==> src/rtl/pencere_uretici_3x3.sv <==
// 3x3 neighbourhood window generator: raster pixel stream in, nine taps out.
// Optional end-of-frame pulse on done_o when PENCERE_DONE_EN is defined.
module pencere_uretici_3x3 #(
    parameter int GENISLIK  = 128,
    parameter int YUKSEKLIK = 128,
    parameter int VERI_W    = 8
) (
    input  logic              clk_i,
    input  logic              rst_i,
    input  logic              in_valid_i,
    input  logic [VERI_W-1:0] in_data_i,
    output logic              in_ready_o,
    output logic              out_valid_o,
    input  logic              out_ready_i,
    output logic [VERI_W-1:0] g0_o,
    output logic [VERI_W-1:0] g1_o,
    output logic [VERI_W-1:0] g2_o,
    output logic [VERI_W-1:0] g3_o,
    output logic [VERI_W-1:0] g4_o,
    output logic [VERI_W-1:0] g5_o,
    output logic [VERI_W-1:0] g6_o,
    output logic [VERI_W-1:0] g7_o,
    output logic [VERI_W-1:0] g8_o,
    output logic              done_o
);

    localparam int SW = $clog2(GENISLIK);
    localparam int RW = $clog2(YUKSEKLIK);
    localparam logic [SW-1:0] SUTUN_SON = SW'(GENISLIK - 1);
    localparam logic [RW-1:0] SATIR_SON = RW'(YUKSEKLIK - 1);

    logic [SW-1:0]     sutun;
    logic [RW-1:0]     satir;
    logic              kabul;
    logic              sutun_son;
    logic              satir_son;
    logic              yayin;

    logic [VERI_W-1:0] lb0 [GENISLIK];
    logic [VERI_W-1:0] lb1 [GENISLIK];
    logic [VERI_W-1:0] lb0_rd_p0;
    logic [VERI_W-1:0] lb1_rd_p0;

    // Only the two older columns are stored; the newest column is live.
    logic [VERI_W-1:0] win_p0 [3][2];
    logic [VERI_W-1:0] kolon_p0 [3];
    logic [VERI_W-1:0] pencere_p0 [9];

    logic [VERI_W-1:0] taps_p1 [9];
    logic              vld_p1;

    assign in_ready_o = !vld_p1 || out_ready_i;
    assign kabul      = in_valid_i && in_ready_o;
    assign sutun_son  = (sutun == SUTUN_SON);
    assign satir_son  = (satir == SATIR_SON);
    assign yayin      = (satir >= RW'(2)) && (sutun >= SW'(2));

    assign lb0_rd_p0 = lb0[sutun];
    assign lb1_rd_p0 = lb1[sutun];

    always_comb begin
        kolon_p0[0] = lb0_rd_p0;
        kolon_p0[1] = lb1_rd_p0;
        kolon_p0[2] = in_data_i;
        for (int r = 0; r < 3; r++) begin
            pencere_p0[3*r]     = win_p0[r][0];
            pencere_p0[3*r + 1] = win_p0[r][1];
            pencere_p0[3*r + 2] = kolon_p0[r];
        end
    end

    // Stage p0: line buffers and column shift (data only, never reset)
    always_ff @(posedge clk_i) begin
        if (kabul) begin
            lb1[sutun] <= in_data_i;
            lb0[sutun] <= lb1_rd_p0;
            for (int r = 0; r < 3; r++) begin
                win_p0[r][0] <= win_p0[r][1];
                win_p0[r][1] <= kolon_p0[r];
            end
        end
    end

    always_ff @(posedge clk_i) begin
        if (rst_i) begin
            sutun <= '0;
            satir <= '0;
        end else if (kabul) begin
            if (sutun_son) begin
                sutun <= '0;
                satir <= satir_son ? '0 : satir + 1'b1;
            end else begin
                sutun <= sutun + 1'b1;
            end
        end
    end

    // Stage p1: output window register
    always_ff @(posedge clk_i) begin
        if (rst_i) begin
            vld_p1  <= 1'b0;
            taps_p1 <= '{default: '0};
        end else if (kabul && yayin) begin
            vld_p1  <= 1'b1;
            taps_p1 <= pencere_p0;
        end else if (out_ready_i) begin
            vld_p1  <= 1'b0;
        end
    end

    assign out_valid_o = vld_p1;
    assign g0_o = taps_p1[0];
    assign g1_o = taps_p1[1];
    assign g2_o = taps_p1[2];
    assign g3_o = taps_p1[3];
    assign g4_o = taps_p1[4];
    assign g5_o = taps_p1[5];
    assign g6_o = taps_p1[6];
    assign g7_o = taps_p1[7];
    assign g8_o = taps_p1[8];

`ifdef PENCERE_DONE_EN
    logic son_p1;

    always_ff @(posedge clk_i) begin
        if (rst_i) begin
            son_p1 <= 1'b0;
        end else if (kabul && yayin) begin
            son_p1 <= satir_son && sutun_son;
        end
    end

    assign done_o = vld_p1 && out_ready_i && son_p1;
`else
    assign done_o = 1'b0;
`endif

endmodule
==> config.mk <==
export PLATFORM = sky130hd
export DESIGN_NAME = pencere_uretici_3x3
export DESIGN_NICKNAME = d
export VERILOG_FILES = /design/src/rtl/pencere_uretici_3x3.sv
export SDC_FILE = /design/constraint.sdc
export NUM_CORES = 2
export LEC_CHECK = 0
export CAP_MARGIN = 20
export CORE_ASPECT_RATIO = 0.8
export CORE_MARGIN = 2
export CORE_UTILIZATION = 57
export DETAILED_ROUTE_END_ITERATION = 16
export PLACE_DENSITY = 0.73
export SYNTH_ARGS = -nofsm -noshare
export SYNTH_HDL_FRONTEND = slang
export SYNTH_SLANG_ARGS = --single-unit
==> constraint.sdc <==
create_clock -name clk_i -period 8.33 [get_ports clk_i]
set_input_delay 1.666 -clock clk_i [delete_from_list [all_inputs] [get_ports clk_i]]
set_output_delay 1.666 -clock clk_i [all_outputs]
set_load 0.005 [all_outputs]
==> reports/results.txt <==
Outcome = finished clean
Final hold violations = 0
CTS buffer count = 195
Post-CTS setup buffer count = 0
Post-synthesis sequential area ratio = 77.0%
Post-synth top area share = 74.7%
RSZ-0062 raised after global routing = no
Wirelength per Cell = 29.4 um
Area grow syn2layout = 11.6%
Synth cell count leaders = edfxtp_1, mux2i_1, mux4_2, nand2_1, nor2_1
DRT Pass-1 Iters = 6
Maximum vdd drop = 0.184 mV
Mapped Avg Cell Area = 19.1 um2
Gpl congestion = 0.920
Slew Limit Fails = 0
Most common cell in the netlist = edfxtp_1
Slew HR = 24.9%
Initial antenna violation count = 7
Total power = 22.2 mW
Leading area contributor after synthesis = edfxtp_1
Syn Nets = 4426
Cells after DPL = 6422
Antenna Violating Nets Remaining = 0
Final setup viols = 0
Setup_tns = 0 ns
Top flop regs = lb0 (1024), lb1 (1024), win_p0 (48)
Leak pwr = 28.9 nW
Post-synth EDFFs = 2096
Crit share post-route = 62.8%
Row cnt = 126
Synth top area cells = edfxtp_1, mux2i_1, mux4_2
Initial core utilization = 57.3%
Layout Skew = 0.0292 ns
Unique cell type count in the Yosys netlist = 59
CTS Sinks = 2190
Worst Path Arrival = 5.75 ns
Share of layout cells above drive strength 1 = 16.9%
Num ports = 87
Port Buf Inserts = 85
Worst-path clk slew = 0.06 ns
Critical Path End Type = flip-flop
Clock Latency Late Sink = 0.83 ns
Die Y = 348 um
DP HPWL = 117000 um
Total GRT Usage = 26.6%
CTS H-Tree Depth = 4
Busiest grt layer = met2
Cts hold-fix bufs = 0
DR vias/cell = 6.45
F_max = 191 MHz
Grt met3 use = 6.48%
Fillers = 9758
PostCTS Resize Cnt = 0
Aggregate global routing overflow = 0
Final Non-Filler Cells = 6783
Fraction of registers with async set/reset = 0%
Final worst slack = 3.10 ns
# DRC = 0
Post-Synthesis Cells = 4410
Met2 Resource Use GR = 39.6%
Worst Max-Slew Pin Slew = 1.13 ns
Vias = 43700
Power per cell area = 236 mW/mm2
Max Fanout on Critical Path = 60
WP data required = 8.86 ns
Diode count = 0
Die area = 0.151 mm2
Layout Nets = 4651
Dominant synthesized flop cell = edfxtp_1
Worst setup SP type = flip-flop
Max Cap Viol = 0
Hold depth = 0
R2R cell count = 9
Total wire length = 200000 um
Yosys warning count = 0
Starting DRC count in detailed routing = 6269
Root Driver = clkbuf_16
TritonCTS clock tree = yes
HP Start = win_p0[0][1]
Vias in the first global route = 42000
Min cycle time layout = 5.23 ns
Register bit total from synthesis = 2190
Setup Crit Path Kind = reg -> reg
Chip width = 434 um
Global-route wire length before repair = 291000 um
HP Class = reg -> reg
Synth Cell Area = 0.0842 mm2
M1 GR Usage = 39.4%
Core area = 0.147 mm2
Largest net degree at the start of global routing = 126
Clk buf depth = 3
Post-Place Setup Slack = 3.14 ns
[worst max-delay path, stage by stage, from the launching register on]
cell	delay (ns)
dfxtp_4	0.65
buf_4	0.49
buf_4	0.86
mux2i_1	0.18
a221oi_1	0.32
nand2_1	0.16
o211ai_1	0.38
nor2_1	0.16
o22ai_4	0.86
buf_4	0.67
[final timing paths]
path,endpoint,slack (ns)
max,lb0[41][7],3.10
min,win_p0[0][9],0.44
max reg2reg,lb0[41][7],3.10
min reg2reg,win_p0[0][9],0.44
[cell usage in the layout (no fill, tap or decap), types with 38 or more instances in the layout]
master	count
edfxtp_1	2096
mux2i_1	544
mux4_2	240
buf_4	213
nand2_1	199
clkbuf_16	199
nor2_1	192
a22oi_1	160
a21oi_1	123
o221ai_1	111
dfxtp_1	88
a221oi_1	80
clkdlybuf4s50_1	76
clkbuf_1	56
clkinv_1	41
o22ai_1	40
nand4_1	38
[cell families (layout without fill, tap and decap cells)]
group / after synthesis / in the layout / synth area share [%]
multiplexers: 784 / 784 / 12.9
buffers and inverters: 277 / 666 / 1.86
AND/OR/NAND/NOR: 550 / 550 / 3.02
other: 1 / 1 / 0.00445
adder cells (fa/ha/maj): 4 / 4 / 0.0594
AO/OA/AOI/OAI: 595 / 595 / 5.13
XOR/XNOR: 9 / 9 / 0.0936
flip-flops: 2190 / 2190 / 77.0
[area by class of cell]
| class | count | area, um2 | area share [%] |
|---|---|---|---|
| clock buffer | 263 | 5300 | 5.64 |
| clock inverter | 98 | 781 | 0.831 |
| inverter | 6 | 22.5 | 0.0240 |
| multi-input combinational | 1943 | 18000 | 19.2 |
| sequential | 2190 | 64800 | 69.0 |
| tap | 1984 | 2480 | 2.64 |
| timing repair buffer | 299 | 2540 | 2.71 |
[report_power, final]
group / leakage (nW) / internal [mW] / switching, mW
logic: 6.29 / 0.372 / 0.861
clock network: 2.96 / 4.75 / 3.90
registers: 19.6 / 12.2 / 0.0302
[routing by layer]
layer | part of all wire (%) | vias up
met5 | 0.0065 | -
met4 | 2.9 | 2
met3 | 11 | 300
met2 | 46 | 2364
met1 | 40 | 22600
li1 | - | 18500
[per-stage QoR]
| stage | area (um2) | util, % | hold WS, ns |
|---|---|---|---|
| floorplan | 84200 | - | 0.426 |
| global placement | 87900 | 59.8 | 0.433 |
| detailed placement | 87900 | 59.8 | 0.435 |
| CTS | 94000 | 63.9 | 0.446 |
| global route | 94000 | 63.9 | 0.468 |
| finish | 94000 | 63.9 | 0.438 |
Note: power is estimated with default switching activity, not from simulation.
